$ cat config.mk
export PLATFORM = sky130hd
export DESIGN_NAME = proc_mem_arbiter
export DESIGN_NICKNAME = d
export VERILOG_FILES = /design/src/rtl/proc_mem_arbiter.sv
export SDC_FILE = /design/constraint.sdc
export NUM_CORES = 1
export LEC_CHECK = 0
export ABC_AREA = 1
export BUFFER_PORTS_ARGS = -buffer_cell sky130_fd_sc_hd__buf_2
export CAP_MARGIN = 20
export CORE_ASPECT_RATIO = 0.5
export CORE_MARGIN = 2
export CORE_UTILIZATION = 49
export DETAILED_ROUTE_END_ITERATION = 10
export GPL_TIMING_DRIVEN = 0
export PLACE_DENSITY_LB_ADDON = 0.12
export SLEW_MARGIN = 10
export SYNTH_ARGS = -nofsm -noshare
export SYNTH_HDL_FRONTEND = slang
export SYNTH_SLANG_ARGS = --single-unit
$ cat constraint.sdc
create_clock -name clk -period 5.55 [get_ports clk]
set_input_delay 1.3875 -clock clk [delete_from_list [all_inputs] [get_ports clk]]
set_output_delay 1.3875 -clock clk [all_outputs]
set_load 0.005 [all_outputs]
$ cat src/rtl/proc_mem_arbiter.sv
// Arbitrates IF and LS requesters onto one fixed-latency synchronous memory port.
// Define ARB_PERF_CNT_EN to add per-requester 16-bit grant counters.
module proc_mem_arbiter #(
    parameter int unsigned AW         = 8,
    parameter int unsigned DW         = 32,
    parameter int unsigned MEM_LAT    = 1,
    parameter int unsigned STARVE_LIM = 2
) (
    input  logic          clk,
    input  logic          rst,
    input  logic          if_req,
    input  logic [AW-1:0] if_addr,
    output logic          if_ack,
    output logic [DW-1:0] if_rdata,
    input  logic          ls_req,
    input  logic          ls_we,
    input  logic [AW-1:0] ls_addr,
    input  logic [DW-1:0] ls_wdata,
    output logic          ls_ack,
    output logic [DW-1:0] ls_rdata,
    output logic          mem_en,
    output logic          mem_we,
    output logic [AW-1:0] mem_addr,
    output logic [DW-1:0] mem_wdata,
    input  logic [DW-1:0] mem_rdata,
`ifdef ARB_PERF_CNT_EN
    output logic [15:0]   if_grant_cnt,
    output logic [15:0]   ls_grant_cnt,
`endif
    output logic          busy
);

    localparam int unsigned LW = $clog2(MEM_LAT + 1);
    localparam int unsigned SW = $clog2(STARVE_LIM + 1);

    typedef enum logic [1:0] {StIdle, StIssue, StWait, StDone} state_e;

    state_e          r_state, w_next;
    logic            r_owner_ls;
    logic            r_we;
    logic [AW-1:0]   r_addr;
    logic [DW-1:0]   r_wdata;
    logic [DW-1:0]   r_if_rdata;
    logic [DW-1:0]   r_ls_rdata;
    logic [LW-1:0]   r_lat;
    logic [SW-1:0]   r_starve;
    logic            w_any_req;
    logic            w_pick_if;
    logic            w_last;
`ifdef ARB_PERF_CNT_EN
    logic [15:0]     r_if_cnt;
    logic [15:0]     r_ls_cnt;
`endif

    always_ff @(posedge clk or posedge rst) begin
        if (rst) begin
            r_state <= StIdle;
        end else begin
            r_state <= w_next;
        end
    end

    always_comb begin
        w_next    = r_state;
        mem_en    = 1'b0;
        mem_we    = 1'b0;
        mem_addr  = '0;
        mem_wdata = '0;
        if_ack    = 1'b0;
        ls_ack    = 1'b0;
        busy      = (r_state != StIdle);
        w_any_req = if_req | ls_req;
        // LS wins ties unless IF has been passed over STARVE_LIM times
        w_pick_if = if_req & (~ls_req | (r_starve == SW'(STARVE_LIM)));
        w_last    = (r_lat == LW'(1));
        unique case (r_state)
            StIdle: begin
                if (w_any_req) w_next = StIssue;
            end
            StIssue: begin
                mem_en    = 1'b1;
                mem_we    = r_we;
                mem_addr  = r_addr;
                mem_wdata = r_wdata;
                w_next    = StWait;
            end
            StWait: begin
                if (w_last) w_next = StDone;
            end
            StDone: begin
                if_ack = ~r_owner_ls;
                ls_ack = r_owner_ls;
                w_next = StIdle;
            end
            default: w_next = StIdle;
        endcase
    end

    always_ff @(posedge clk or posedge rst) begin
        if (rst) begin
            r_owner_ls <= 1'b0;
            r_we       <= 1'b0;
            r_addr     <= '0;
            r_wdata    <= '0;
            r_if_rdata <= '0;
            r_ls_rdata <= '0;
            r_lat      <= '0;
            r_starve   <= '0;
`ifdef ARB_PERF_CNT_EN
            r_if_cnt   <= '0;
            r_ls_cnt   <= '0;
`endif
        end else if (r_state == StIdle) begin
            if (w_any_req) begin
                r_owner_ls <= ~w_pick_if;
                r_we       <= ~w_pick_if & ls_we;
                r_addr     <= w_pick_if ? if_addr : ls_addr;
                r_wdata    <= w_pick_if ? '0 : ls_wdata;
                if (w_pick_if) begin
                    r_starve <= '0;
                end else if (if_req && (r_starve != SW'(STARVE_LIM))) begin
                    r_starve <= r_starve + SW'(1);
                end
            end
        end else if (r_state == StIssue) begin
            r_lat <= LW'(MEM_LAT);
`ifdef ARB_PERF_CNT_EN
            if (r_owner_ls) r_ls_cnt <= r_ls_cnt + 16'd1;
            else            r_if_cnt <= r_if_cnt + 16'd1;
`endif
        end else if (r_state == StWait) begin
            r_lat <= r_lat - LW'(1);
            // Stores leave both read-data registers untouched
            if (w_last && !r_we) begin
                if (r_owner_ls) r_ls_rdata <= mem_rdata;
                else            r_if_rdata <= mem_rdata;
            end
        end
    end

    assign if_rdata = r_if_rdata;
    assign ls_rdata = r_ls_rdata;
`ifdef ARB_PERF_CNT_EN
    assign if_grant_cnt = r_if_cnt;
    assign ls_grant_cnt = r_ls_cnt;
`endif

endmodule
* Word-level counts from Yosys, hierarchy flattened
Index checks and enable logic that the tools add are counted.
Operators by class: add/subtract/negate cells 2, $mul 0, divide/modulo/power cells 0, $lt $le $gt $ge 0, eq/ne operators 7, shift-type cells 0, multiplexer cells 15, bitwise gates (word level) 9, reduce and logical (&&, ||, !) cells 13
Operators with widths (count):
- 2-to-1 mux 32 bit | 2
- 2-to-1 mux 8 bit | 2
- AND reduction 5 bit | 2
- 2-to-1 mux 2 bit | 4
- case mux 2 bit (4 select lines) | 1
- == test 2 bit (second input constant) | 3
- 2-to-1 mux 1 bit | 6
- inequality test 2 bit (second input constant) | 3
- AND reduction 2 bit | 3
- nonzero test 2 bit | 3
- inverter 1 bit | 5
- AND reduction 3 bit | 1
- adder 2 x 1 -> 2 bit (second input constant) | 1
- bitwise AND 1 bit | 2
- == test 2 x 1 -> 1 bit (second input constant) | 1
- logical AND 1 bit | 2
- logical NOT 2 bit | 1
- bitwise OR 1 bit | 2
- logical NOT 1 bit | 1
- subtractor 1 bit (second input constant) | 1
Storage, ports and cells: register bits after elaboration 111, bits in latches 0, RAM bits 0, ROM bits 0, input bits 85, output and inout port bits 109, memories 0

* Logic depth before layout (Yosys ltp)
depth after elaboration 5, mapped depth 9, depth with buffers taken out 8

* Least setup slack after synthesis
Ideal clock, no wire load.
kind register to output, start reg r_state[1], end out mem_addr[1], data arrival time 1.247 ns, required time 4.163 ns, slack 2.916 ns, stages on the path, launching flop included 7, buffers on the path 2, cells stage by stage dfrtp_1 > inv_1 > ha_1 > buf_2 > buf_1 > nand2_1 > inv_1
Between the ends: cells in the longest elaborated chain, start to end 2
RTL lines:
- start: declaration | line 38 | state_e r_state, w_next;
- start signal: assignment | line 57 | r_state <= StIdle;
- start signal: assignment | line 59 | r_state <= w_next;
- == test 2 x 1 -> 1 bit | line 76 | unique case (r_state)
- 2-to-1 mux 8 bit | line 76
- end: declaration | line 23 | output logic [AW-1:0] mem_addr,
No other way between the ends.

* Worst setup path in the final report
start reg r_state[1], end out mem_addr[0]
The elaborated chain is that of the path after synthesis.

==> out/metrics.sh <==
ASYNCSETRESETFLOPFRACSYNTH_PCT=100
NUMBER_OF_BUFFERS_ADDED_ON_PORTS=193
CTS_ROOT_BUFFER='sky130_fd_sc_hd__clkbuf_16'
CTS.REPORTEDPATHS.CLKPINSLEW_PS=70
STARTPOINT_TYPE='register'
ROUTE.VIAS.TOTAL=4558
SYNTH.NET_COUNT=716
GROUTE.USAGE.OVERALL_PCT=21.9
COMB_POWER_SHARE_PCT=40.2
IO_PINS=194
GR-TOTAL-OVERFLOW=0
YOSYS_REGISTER_BITS=111
WIRELENGTH_UM=12200
FINALNETCOUNT=921
WORSTHOLDPATHCELLS=2
HALF_PERIMETER_WIRE_LENGTH_AFTER_DETAILED_PLACEMENT_UM=8950
LEAKAGE_uW=0.00410
CLOCK-SKEW-FINAL_PS=4.88
INITIAL_UTILIZATION_PCT=49.7
VIAS_PER_CELL=4.67
CRIT_REQUIRED_PS=4160
YS.WARNINGS.COUNT=0
GRT_PASS1_WL_UM=19100
POWER.SWITCHING_FRACTION_PCT=37.8
WORSTMARGINPINSLEW_PS=513
CRITICAL_PATH.ENDPOINT_TYPE='output pin'
POST-CTS-SETUP-BUFFERS=0
TRITONCTS='yes'
FIRST_GLOBAL_VIAS=3984
SYNTHDOMINANTAREACELLTYPE='sky130_fd_sc_hd__dfrtp_1'
MAX_CLOCK_FREQ_GHz=0.297
POST_SYNTH_INST_COUNT=625
POST_CTS_HOLD_BUFFER_COUNT=0
SYNTH_CELL_TYPE_COUNT=18
CLOCK_PATH_BUFFERS=2
CRITICAL_PATH_CLASS='reg2out'
R2R.WORST_PATH.CELLS=8
PLACE.GP.CONGESTION=0.830
IRDROPWORSTVDD_V=0.000223
DRC=0
NETLIST.AREA_LEADER.SHARE_PCT=55.4
POST_SYNTH.CELL_AREA_AVG_UM2=8.02
ROWS=26
MAXIMUM_NUMBER_OF_PINS_ON_ONE_NET_BEFORE_GLOBAL_ROUTE_REPAIR=72
WL_PER_CELL_UM=12.6
POST-PLACE-CELLS=959
CTS-RESIZED-GATES=0
POWER_FRAC_SEQ_PCT=41.1
SYNTH-EDFF-COUNT=0
DRT.ANTENNA.VIOLATING_NETS=0
PERIOD_SHARE_PCT=60.7
WORSTPATHBUFFERINVERTERCOUNT=5
MAXSLEWVIOLCOUNT=0
YS_SEQ_AREA_SHARE_PCT=55.4
CP_DATA_ARRIVAL_TIME_PS=1980
TIMING.FINAL.CRIT_PERIOD_PS=3370
CRIT_CHAIN='inv_1 -> ha_1 -> buf_2 -> buf_1 -> nand2_1 -> inv_1 -> buf_2'
INTERNAL_POWER_uW=2150
TOTALNEGATIVESETUPSLACK_PS=0
MAX-CAP-VIOLATIONS=0
P_SW_uW=1310
HTREE_LEVELS=3
CORE_OUTLINE_AREA_UM2=10100
WORST_PATH_LARGEST_CELL_DELAY_PS=440
DIE_W_UM=147
LAYOUT.CELL_AREA.NON_FILLER_UM2=6480
POST_SYNTH_MAIN_AREA_CONTRIBUTORS='sky130_fd_sc_hd__dfrtp_1 (55%), sky130_fd_sc_hd__nand2_1 (18%), sky130_fd_sc_hd__nand3_1 (8.3%), sky130_fd_sc_hd__inv_1 (7.5%), sky130_fd_sc_hd__o21ai_1 (3.2%)'
CLKPWRFRAC_PCT=18.8
TIMING.MAX_SLEW.REL_SLACK_PCT=65.8
HOLD_VIOLATIONS=0
ANTENNA_CELLS_INSERTED=0
DETAILEDROUTE.FIRSTPASSITERATIONCOUNT=4
FINAL_CELL_MIX='sky130_fd_sc_hd__nand2_1 (245), sky130_fd_sc_hd__buf_2 (214), sky130_fd_sc_hd__dfrtp_1 (111), sky130_fd_sc_hd__inv_1 (99), sky130_fd_sc_hd__nand3_1 (83)'
CTS.SINK_COUNT=111
TRITONCTS.NUM_BUFFERS=9
CRIT_PATH_CELL_COUNT=7
FINALSETUPVIOLCOUNT=0
DPL-INSTANCE-AREA_UM2=6190
CRITPATHSLOWESTCELL='sky130_fd_sc_hd__buf_1'
OUTCOME='finished clean'
PATH_DELAY_FAMILY='buffers and inverters'
DESIGN_POWER_TOTAL_uW=3460
WORST-PATH-MAX-FANOUT=10
LAYOUT-AREA-OVERHEAD-VS-SYNTH_PCT=29.3
INSTANCES_NO_FILL=975
GRT_SETUP_UNREPAIRED='false'
DRT-INITIAL-DRC-COUNT=205
POST_ROUTE_CELLS_DRIVE_ABOVE_1_SHARE_PCT=29.2
MOSTFREQUENTLAYOUTCELL='sky130_fd_sc_hd__nand2_1'
DIE_H_UM=75.5
CLOCK_NETWORK_LATENCY_TO_THE_LATER_PIN_OF_THE_WORST_SKEW_PAIR_PS=340
SYNTHFLOPTYPE='sky130_fd_sc_hd__dfrtp_1'
SYNTHESIS.AREA_UM2=5010
POWERDENSITY_nW_PER_UM2=534
GRT_ANTENNA_BEFORE_REPAIR=0
DIE_AREA_UM2=11100
HP-CLASS='reg2reg'
-- worst min-delay path, delay by kind of cell, from the launching register on --
kind / cells / cell delay, ps
simple gates: 2 / 100
flops: 1 / 340
-- power groups by stage --
stage	clock [µW]	sequential, µW	combinational (µW)
floorplan	0	1430	806
global placement	0	1420	1370
detailed placement	0	1430	1410
CTS	659	1420	1420
global route	690	1470	1610
finish	650	1420	1390
-- synthesized netlist by cell type, types with 2 or more instances --
| cell type | n |
|---|---|
| sky130_fd_sc_hd__buf_6 | 4 |
| sky130_fd_sc_hd__o21ai_1 | 32 |
| sky130_fd_sc_hd__inv_1 | 100 |
| sky130_fd_sc_hd__nand3_1 | 83 |
| sky130_fd_sc_hd__nand2_1 | 245 |
| sky130_fd_sc_hd__ha_1 | 6 |
| sky130_fd_sc_hd__nor2_1 | 5 |
| sky130_fd_sc_hd__o21ai_0 | 4 |
| sky130_fd_sc_hd__inv_2 | 2 |
| sky130_fd_sc_hd__buf_2 | 21 |
| sky130_fd_sc_hd__buf_1 | 3 |
| sky130_fd_sc_hd__dfrtp_1 | 111 |
| sky130_fd_sc_hd__buf_4 | 4 |
-- layout make-up --
cell class                      instances  area [µm²]
Sequential cell                       111        2780
Fill cell                             933        3600
Tap cell                              140         175
Buffer                                 33         195
Inverter                              102         388
Clock inverter                          6        67.6
Timing Repair Buffer                  194         993
Clock buffer                           10         229
Multi-Input combinational cell        379        1660
-- metrics by stage --
stage | hold slack, ps | worst slack (ps) | util (%)
floorplan | 449 | 1230 | -
global placement | 451 | -71.1 | 61.0
detailed placement | 454 | 2530 | 61.4
CTS | 472 | 2140 | 64.3
global route | 490 | 1930 | 64.3
finish | 469 | 2180 | 64.3
-- registers in the layout, indices dropped and copies added, names as in the netlist --
signal and cells:
r_addr 8, r_state 2, ls_rdata 32, if_rdata 32, r_starve 2, r_lat 1
r_we 1, r_wdata 32, r_owner_ls 1
-- metal layers --
metal  share of wire (%)  global-route usage [%]  vias up  wire (µm)
met5                   0                       0        -          0
met4                 1.2                    5.56        0        145
met3                 6.8                    5.69       14        834
met1                  46                    29.9     2092       5660
met2                  46                    36.1      143       5600
li1                    -                       -     2309          -
-- logic make-up after synthesis --
logic type	count (synthesis)	synth area share, %
flip-flops	111	55.4
AO/OA/AOI/OAI	38	4.07
adder cells (fa/ha/maj)	6	1.50
AND/OR/NAND/NOR	335	27.5
buffers and inverters	135	11.5
-- final timing paths --
path | start | endpoint | slack (ps)
hold reg to reg | if_rdata[17]$_DFFE_PP0P_ | if_rdata[17]$_DFFE_PP0P_ | 470
hold / removal | if_rdata[17]$_DFFE_PP0P_ | if_rdata[17]$_DFFE_PP0P_ | 470
min in group asynchronous | rst | r_wdata[10]$_DFFE_PP0P_ | 1050
max in group asynchronous | rst | r_wdata[27]$_DFFE_PP0P_ | 3830
setup reg to reg | r_state[1]$_DFFE_PP0P_ | if_rdata[18]$_DFFE_PP0P_ | 3650
setup / recovery | r_state[1]$_DFFE_PP0P_ | mem_addr[0] | 2180
(Power assumes the default switching activity.)
